File: config.mk
export PLATFORM = sky130hd
export DESIGN_NAME = uart_rx
export DESIGN_NICKNAME = d
export VERILOG_FILES = /design/src/rtl/uart_rx_pkg.sv /design/src/rtl/uart_rx_sync_2ff.sv /design/src/rtl/uart_rx.sv
export SDC_FILE = /design/constraint.sdc
export NUM_CORES = 1
export LEC_CHECK = 0
export CORE_UTILIZATION = 59
export DETAILED_ROUTE_END_ITERATION = 6
export GPL_TIMING_DRIVEN = 0
export PLACE_DENSITY_LB_ADDON = 0.25
export SLEW_MARGIN = 40
export SYNTH_ARGS = -nofsm -noshare
export SYNTH_HDL_FRONTEND = slang
export SYNTH_SLANG_ARGS = --single-unit
export TNS_END_PERCENT = 10
File: constraint.sdc
create_clock -name clk -period 5.3 [get_ports clk]
set_input_delay 1.06 -clock clk [delete_from_list [all_inputs] [get_ports clk]]
set_output_delay 1.06 -clock clk [all_outputs]
set_load 0.05 [all_outputs]
File: src/rtl/uart_rx_pkg.sv
// Shared UART definitions: default line timing, bit-period derivation and
// receiver state encodings.
package uart_rx_pkg;

  localparam int unsigned CLK_FREQ_DEF = 32'd24000000;
  localparam int unsigned BAUD_DEF     = 32'd115200;

  typedef enum logic [2:0] {
    ST_IDLE  = 3'd0,
    ST_START = 3'd1,
    ST_DATA  = 3'd2,
    ST_STOP  = 3'd3,
    ST_BREAK = 3'd4
  } rx_state_e;

  function automatic int unsigned clks_per_bit(input int unsigned clk_freq,
                                               input int unsigned baud);
    return clk_freq / baud;
  endfunction

endpackage

File: src/rtl/uart_rx_sync_2ff.sv
// Two-flop synchronizer for asynchronous single-bit inputs; the reset value
// matches the input's idle level so no false edge appears after reset.
module sync_2ff #(
  parameter logic RESET_VAL = 1'b1
) (
  input  logic clk,
  input  logic rst_n,
  input  logic d_i,
  output logic q_o
);

  logic [1:0] sync_q;

  // Shift the asynchronous input through two flops.
  always_ff @(posedge clk or negedge rst_n) begin
    if (!rst_n) begin
      sync_q <= {2{RESET_VAL}};
    end else begin
      sync_q <= {sync_q[0], d_i};
    end
  end

  assign q_o = sync_q[1];

endmodule

File: src/rtl/uart_rx.sv
// 8N1 UART receiver: oversampled mid-bit sampling of a synchronized rx line,
// delivering bytes on a valid/ready stream with framing and overrun pulses.
module uart_rx
  import uart_rx_pkg::*;
#(
  parameter int unsigned CLK_FREQ     = CLK_FREQ_DEF,
  parameter int unsigned BAUD         = BAUD_DEF,
  parameter int unsigned CLKS_PER_BIT = clks_per_bit(CLK_FREQ, BAUD)
) (
  input  logic       clk,
  input  logic       rst_n,
  input  logic       rx,
  output logic [7:0] m_data,
  output logic       m_valid,
  input  logic       m_ready,
  output logic       frame_err,
  output logic       overrun,
  output logic       busy
);

  localparam int unsigned   CW       = $clog2(CLKS_PER_BIT);
  localparam logic [CW-1:0] CNT_HALF = CW'(CLKS_PER_BIT / 2 - 1);
  localparam logic [CW-1:0] CNT_FULL = CW'(CLKS_PER_BIT - 1);
  localparam logic [CW-1:0] CNT_ONE  = CW'(1);

  logic          rx_s;
  rx_state_e     state_q;
  logic [CW-1:0] cnt_q;
  logic [2:0]    bit_idx_q;
  logic [7:0]    shreg_q;
  logic          frame_err_q;
  logic          busy_q;
  logic          cnt_end_s;
  logic          load_s;

  logic [7:0]    m_data_q,  m_data_d;
  logic          m_valid_q, m_valid_d;
  logic          overrun_q, overrun_d;

  sync_2ff #(.RESET_VAL(1'b1)) u_sync_rx (
    .clk   (clk),
    .rst_n (rst_n),
    .d_i   (rx),
    .q_o   (rx_s)
  );

  assign cnt_end_s = (cnt_q == CNT_FULL);
  // Good frame: stop bit sampled high at its midpoint.
  assign load_s    = (state_q == ST_STOP) && cnt_end_s && rx_s;

  // Receive FSM with bit timing, shift register and error/busy flags.
  always_ff @(posedge clk or negedge rst_n) begin
    if (!rst_n) begin
      state_q     <= ST_IDLE;
      cnt_q       <= '0;
      bit_idx_q   <= 3'd0;
      shreg_q     <= 8'h00;
      frame_err_q <= 1'b0;
      busy_q      <= 1'b0;
    end else begin
      frame_err_q <= 1'b0;
      case (state_q)
        ST_IDLE: begin
          cnt_q <= '0;
          if (!rx_s) begin
            state_q <= ST_START;
            busy_q  <= 1'b1;
          end
        end
        ST_START: begin
          if (cnt_q == CNT_HALF) begin
            cnt_q     <= '0;
            bit_idx_q <= 3'd0;
            if (!rx_s) begin
              state_q <= ST_DATA;
            end else begin
              state_q <= ST_IDLE;
              busy_q  <= 1'b0;
            end
          end else begin
            cnt_q <= cnt_q + CNT_ONE;
          end
        end
        ST_DATA: begin
          if (cnt_end_s) begin
            cnt_q     <= '0;
            shreg_q   <= {rx_s, shreg_q[7:1]};
            bit_idx_q <= bit_idx_q + 3'd1;
            if (bit_idx_q == 3'd7) begin
              state_q <= ST_STOP;
            end
          end else begin
            cnt_q <= cnt_q + CNT_ONE;
          end
        end
        ST_STOP: begin
          if (cnt_end_s) begin
            cnt_q <= '0;
            if (rx_s) begin
              state_q <= ST_IDLE;
              busy_q  <= 1'b0;
            end else begin
              frame_err_q <= 1'b1;
              state_q     <= ST_BREAK;
            end
          end else begin
            cnt_q <= cnt_q + CNT_ONE;
          end
        end
        // A held-low line stays here so it cannot produce repeated frames.
        ST_BREAK: begin
          cnt_q <= '0;
          if (rx_s) begin
            state_q <= ST_IDLE;
            busy_q  <= 1'b0;
          end
        end
        default: begin
          state_q   <= ST_IDLE;
          cnt_q     <= '0;
          bit_idx_q <= 3'd0;
          busy_q    <= 1'b0;
        end
      endcase
    end
  end

  // Output holding register: accept-and-load in one cycle is a legal transfer.
  always_comb begin
    m_data_d  = m_data_q;
    m_valid_d = m_valid_q;
    overrun_d = 1'b0;
    if (load_s) begin
      if (!m_valid_q || m_ready) begin
        m_data_d  = shreg_q;
        m_valid_d = 1'b1;
      end else begin
        overrun_d = 1'b1;
      end
    end else if (m_valid_q && m_ready) begin
      m_valid_d = 1'b0;
    end else begin
      m_valid_d = m_valid_q;
    end
  end

  // Register the stream outputs and the overrun pulse.
  always_ff @(posedge clk or negedge rst_n) begin
    if (!rst_n) begin
      m_data_q  <= 8'h00;
      m_valid_q <= 1'b0;
      overrun_q <= 1'b0;
    end else begin
      m_data_q  <= m_data_d;
      m_valid_q <= m_valid_d;
      overrun_q <= overrun_d;
    end
  end

  assign m_data    = m_data_q;
  assign m_valid   = m_valid_q;
  assign overrun   = overrun_q;
  assign frame_err = frame_err_q;
  assign busy      = busy_q;

endmodule

==> impl_metrics.py <==
metrics = {
    "outcome": {
        "status": "completed",
    },
    "synth": {
        "synth_seq_area_share_pct": 58.0,
        "yosysWarnings": 0,
        "avgSynthCellArea_um2": 12.5,
        "syn-num-nets": 132,
        "syn_inst": 125,
        "syn_area_mm2": 0.00156,
        "ys_ff_latch": 36,
        "async_flop_share_pct": 100,
        "synth_ff_type": "dfrtp_1",
        "synth.distinct_cells": 37,
        "synth_edf_count": 0,
    },
    "clocking": {
        "cts_repair_resize_count": 0,
        "cts-root-buf": "clkbuf_4",
        "clk_path_buf_depth": 2,
        "cts_tree": "built",
        "htree_levels": 2,
        "numCtsBuffers": 5,
        "clock_sinks": 36,
        "postCtsSetupBuffers": 0,
        "clk_latency_ps": 340,
        "cts_hold_buf": 0,
        "clkTransAtPathRegs_ps": 110,
    },
    "floorplan": {
        "dieWidth_um": 53.4,
        "rows": 18,
        "io_pins": 16,
        "initial_core_util_pct": 62.8,
        "fp.coreArea_mm2": 0.00248,
        "die_area_mm2": 0.00285,
        "die_h_um": 53.4,
    },
    "placed_design": {
        "hpwlAfterDp_um": 1980,
        "dpl_cell_area_mm2": 0.00177,
        "dp.cells": 171,
        "routabilityCongestion": 0.791,
        "io_buffers": 15,
    },
    "sta": {
        "fmax_mhz": 385,
        "min_period_ps": 2600,
        "period_share_pct": 49.0,
        "slew_violations": 0,
        "slew_headroom_pct": 49.9,
        "final-hold-violation-count": 0,
        "rsz0062_at_grt": "false",
        "finalSetupTns_ps": 0,
        "tightest_slew_ps": 745,
        "finalSetupViolations": 0,
        "finClkSkew_ps": 14.9,
    },
    "critical_path": {
        "critPathBufInv": 1,
        "r2r_slack_ps": 3120,
        "cp_num_cells": 1,
        "required_ps": 4240,
        "crit_arrival_ps": 1540,
        "slowest_delay_ps": 810,
        "crit_start": "busy$_DFFE_PN0P_",
        "start_kind": "register",
        "crit_family": "buffers and inverters",
        "end_kind": "output pin",
        "r2r_cells": 5,
        "cp_cell_sequence": "clkdlybuf4s50_1",
        "cp_slowest_cell": "clkdlybuf4s50_1",
        "critPathMaxFanout": 3,
        "r2r-start": "cnt_q[0]$_DFF_PN0_",
        "critical_path_class": "reg -> out",
        "endpoint": "busy",
        "r2r_end": "shreg_q[2]$_DFFE_PN0P_",
    },
    "cells_and_area": {
        "seq_area_um2": 903,
        "multiInputGateArea_um2": 628,
        "fill_cells": 188,
        "syn2layout_area_growth_pct": 17.3,
        "diodes": 0,
        "fin_cells": 179,
        "drive_gt1_share_pct": 20.1,
        "final_nets": 155,
        "final_area_mm2": 0.00183,
    },
    "power": {
        "p_per_area_mw_per_mm2": 241,
        "p_comb_share_pct": 2.5,
        "switching_share_pct": 21.6,
        "ir_worst_vdd_uv": 234,
        "clkPwrFrac_pct": 34.7,
        "switchingPower_w": 0.0000950,
        "p_total_w": 0.000441,
        "p_int_w": 0.000346,
        "cellLeakagePower_nw": 0.869,
        "seqPwrFrac_pct": 62.8,
    },
    "grt": {
        "antenna_found_initial": 0,
        "grt_pass1_vias": 1004,
        "overflow": 0,
        "grt_first_pass_wirelength_um": 4540,
        "gr-usage-all-layers_pct": 23.2,
        "grt_start_max_net_pins": 20,
    },
    "route": {
        "drc": 0,
        "routed-via-count": 1038,
        "wire_per_inst_um": 15.3,
        "wl_um": 2730,
        "drt_first_pass_iters": 4,
        "ant_nets": 0,
        "drtIter0Drc": 18,
        "viasPerCell": 5.80,
    },
    "worst_hold_path": {
        "min_path_type": "reg -> reg",
        "holdPathStages": 0,
    },
    "run": {
        "cap_violations": 0,
    },
}
cells by family after synthesis:
kind of cell	share of synthesized area (%)
and+or+nand+nor	15.3
DFF	58.0
AOI/OAI and AO/OA	7.72
muxes	11.6
xor gates and xnor gates	3.38
buffers and inverters	1.61
adders and majority gates	2.41
per-layer routing:
| metal | part of all wire, % | vias up | track usage (%) | wire length [µm] |
|---|---|---|---|---|
| li1 | - | 493 | - | - |
| met3 | 4.6 | 2 | 7.76 | 125 |
| met1 | 45 | 520 | 30.6 | 1230 |
| met4 | 1.0 | 0 | 7.46 | 28 |
| met5 | 0 | - | 0 | 0 |
| met2 | 49 | 23 | 35.6 | 1350 |
stage by stage:
stage	worst slack, ps	utilization (%)	hold WS, ps
after floorplan	3210	-	345
after global placement	2490	70.4	346
after detailed placement	2590	71.3	355
after CTS	2670	73.7	368
after global routing	2650	73.7	372
final	2700	73.7	361
registers in the layout, summed over array words and instances, names as in the netlist:
name              flops
cnt_q                 8
m_data                8
shreg_q               8
bit_idx_q             3
state_q               3
u_sync_rx.sync_q      2
busy                  1
frame_err             1
m_valid               1
overrun               1
cell usage in the layout, fill, tap and decap left out, types with 2 or more instances in the layout:
| cell type | n |
|---|---|
| dfrtp_1 | 34 |
| ha_1 | 3 |
| and3_1 | 2 |
| xnor2_1 | 2 |
| clkbuf_4 | 5 |
| a22o_1 | 2 |
| nand3_1 | 6 |
| inv_1 | 2 |
| clkdlybuf4s50_1 | 14 |
| or3_1 | 2 |
| mux2_1 | 2 |
| nor2_1 | 13 |
| a21o_1 | 2 |
| nor3_1 | 5 |
| buf_2 | 3 |
| mux2_2 | 14 |
| clkbuf_1 | 4 |
| a21oi_1 | 3 |
| o21ai_0 | 4 |
| nand2_1 | 2 |
| dfstp_2 | 2 |
| xor2_1 | 4 |
power by group through the flow:
stage / registers (W) / logic [W] / clock network, W
global placement: 0.000282 / 0.00000885 / 0
global route: 0.000277 / 0.0000125 / 0.000167
detailed placement: 0.000282 / 0.0000113 / 0
finish: 0.000277 / 0.0000108 / 0.000153
CTS: 0.000277 / 0.0000114 / 0.000158
floorplan: 0.000282 / 0.00000147 / 0
worst min-delay path by stage:
stage                                             start  slack [ps]                             to
after floorplan           u_sync_rx.sync_q[0]$_DFF_PN1_         350  u_sync_rx.sync_q[1]$_DFF_PN1_
after global placement    u_sync_rx.sync_q[0]$_DFF_PN1_         350  u_sync_rx.sync_q[1]$_DFF_PN1_
after detailed placement  u_sync_rx.sync_q[0]$_DFF_PN1_         350  u_sync_rx.sync_q[1]$_DFF_PN1_
after CTS                 u_sync_rx.sync_q[0]$_DFF_PN1_         370  u_sync_rx.sync_q[1]$_DFF_PN1_
after global routing      u_sync_rx.sync_q[0]$_DFF_PN1_         370  u_sync_rx.sync_q[1]$_DFF_PN1_
final                     u_sync_rx.sync_q[0]$_DFF_PN1_         360  u_sync_rx.sync_q[1]$_DFF_PN1_
synth_stat cells, drive strengths merged, types with 2 or more instances:
cell type | count | area [µm²]
dfrtp | 34 | 851
mux2 | 16 | 180
nor2 | 13 | 48.8
nand3 | 6 | 30.0
nor3 | 5 | 25.0
o21ai | 4 | 20.0
xor2 | 4 | 35.0
a21oi | 3 | 15.0
ha | 3 | 37.5
nand2 | 3 | 13.8
a21o | 2 | 15.0
a22o | 2 | 17.5
and3 | 2 | 12.5
buf | 2 | 10.0
clkbuf | 2 | 7.51
dfstp | 2 | 52.6
inv | 2 | 7.51
nor4b | 2 | 32.5
or3 | 2 | 12.5
xnor2 | 2 | 17.5
layout make-up:
cell class | count | share of cell area (%)
well taps | 30 | 2.06
repair buffers | 16 | 9.46
plain buffers | 4 | 0.960
flip-flops and latches | 36 | 49.5
inverters | 2 | 0.411
multi-input cells | 83 | 34.4
clock buffers | 8 | 3.22
No activity file was read; power rests on OpenSTA's default activity.
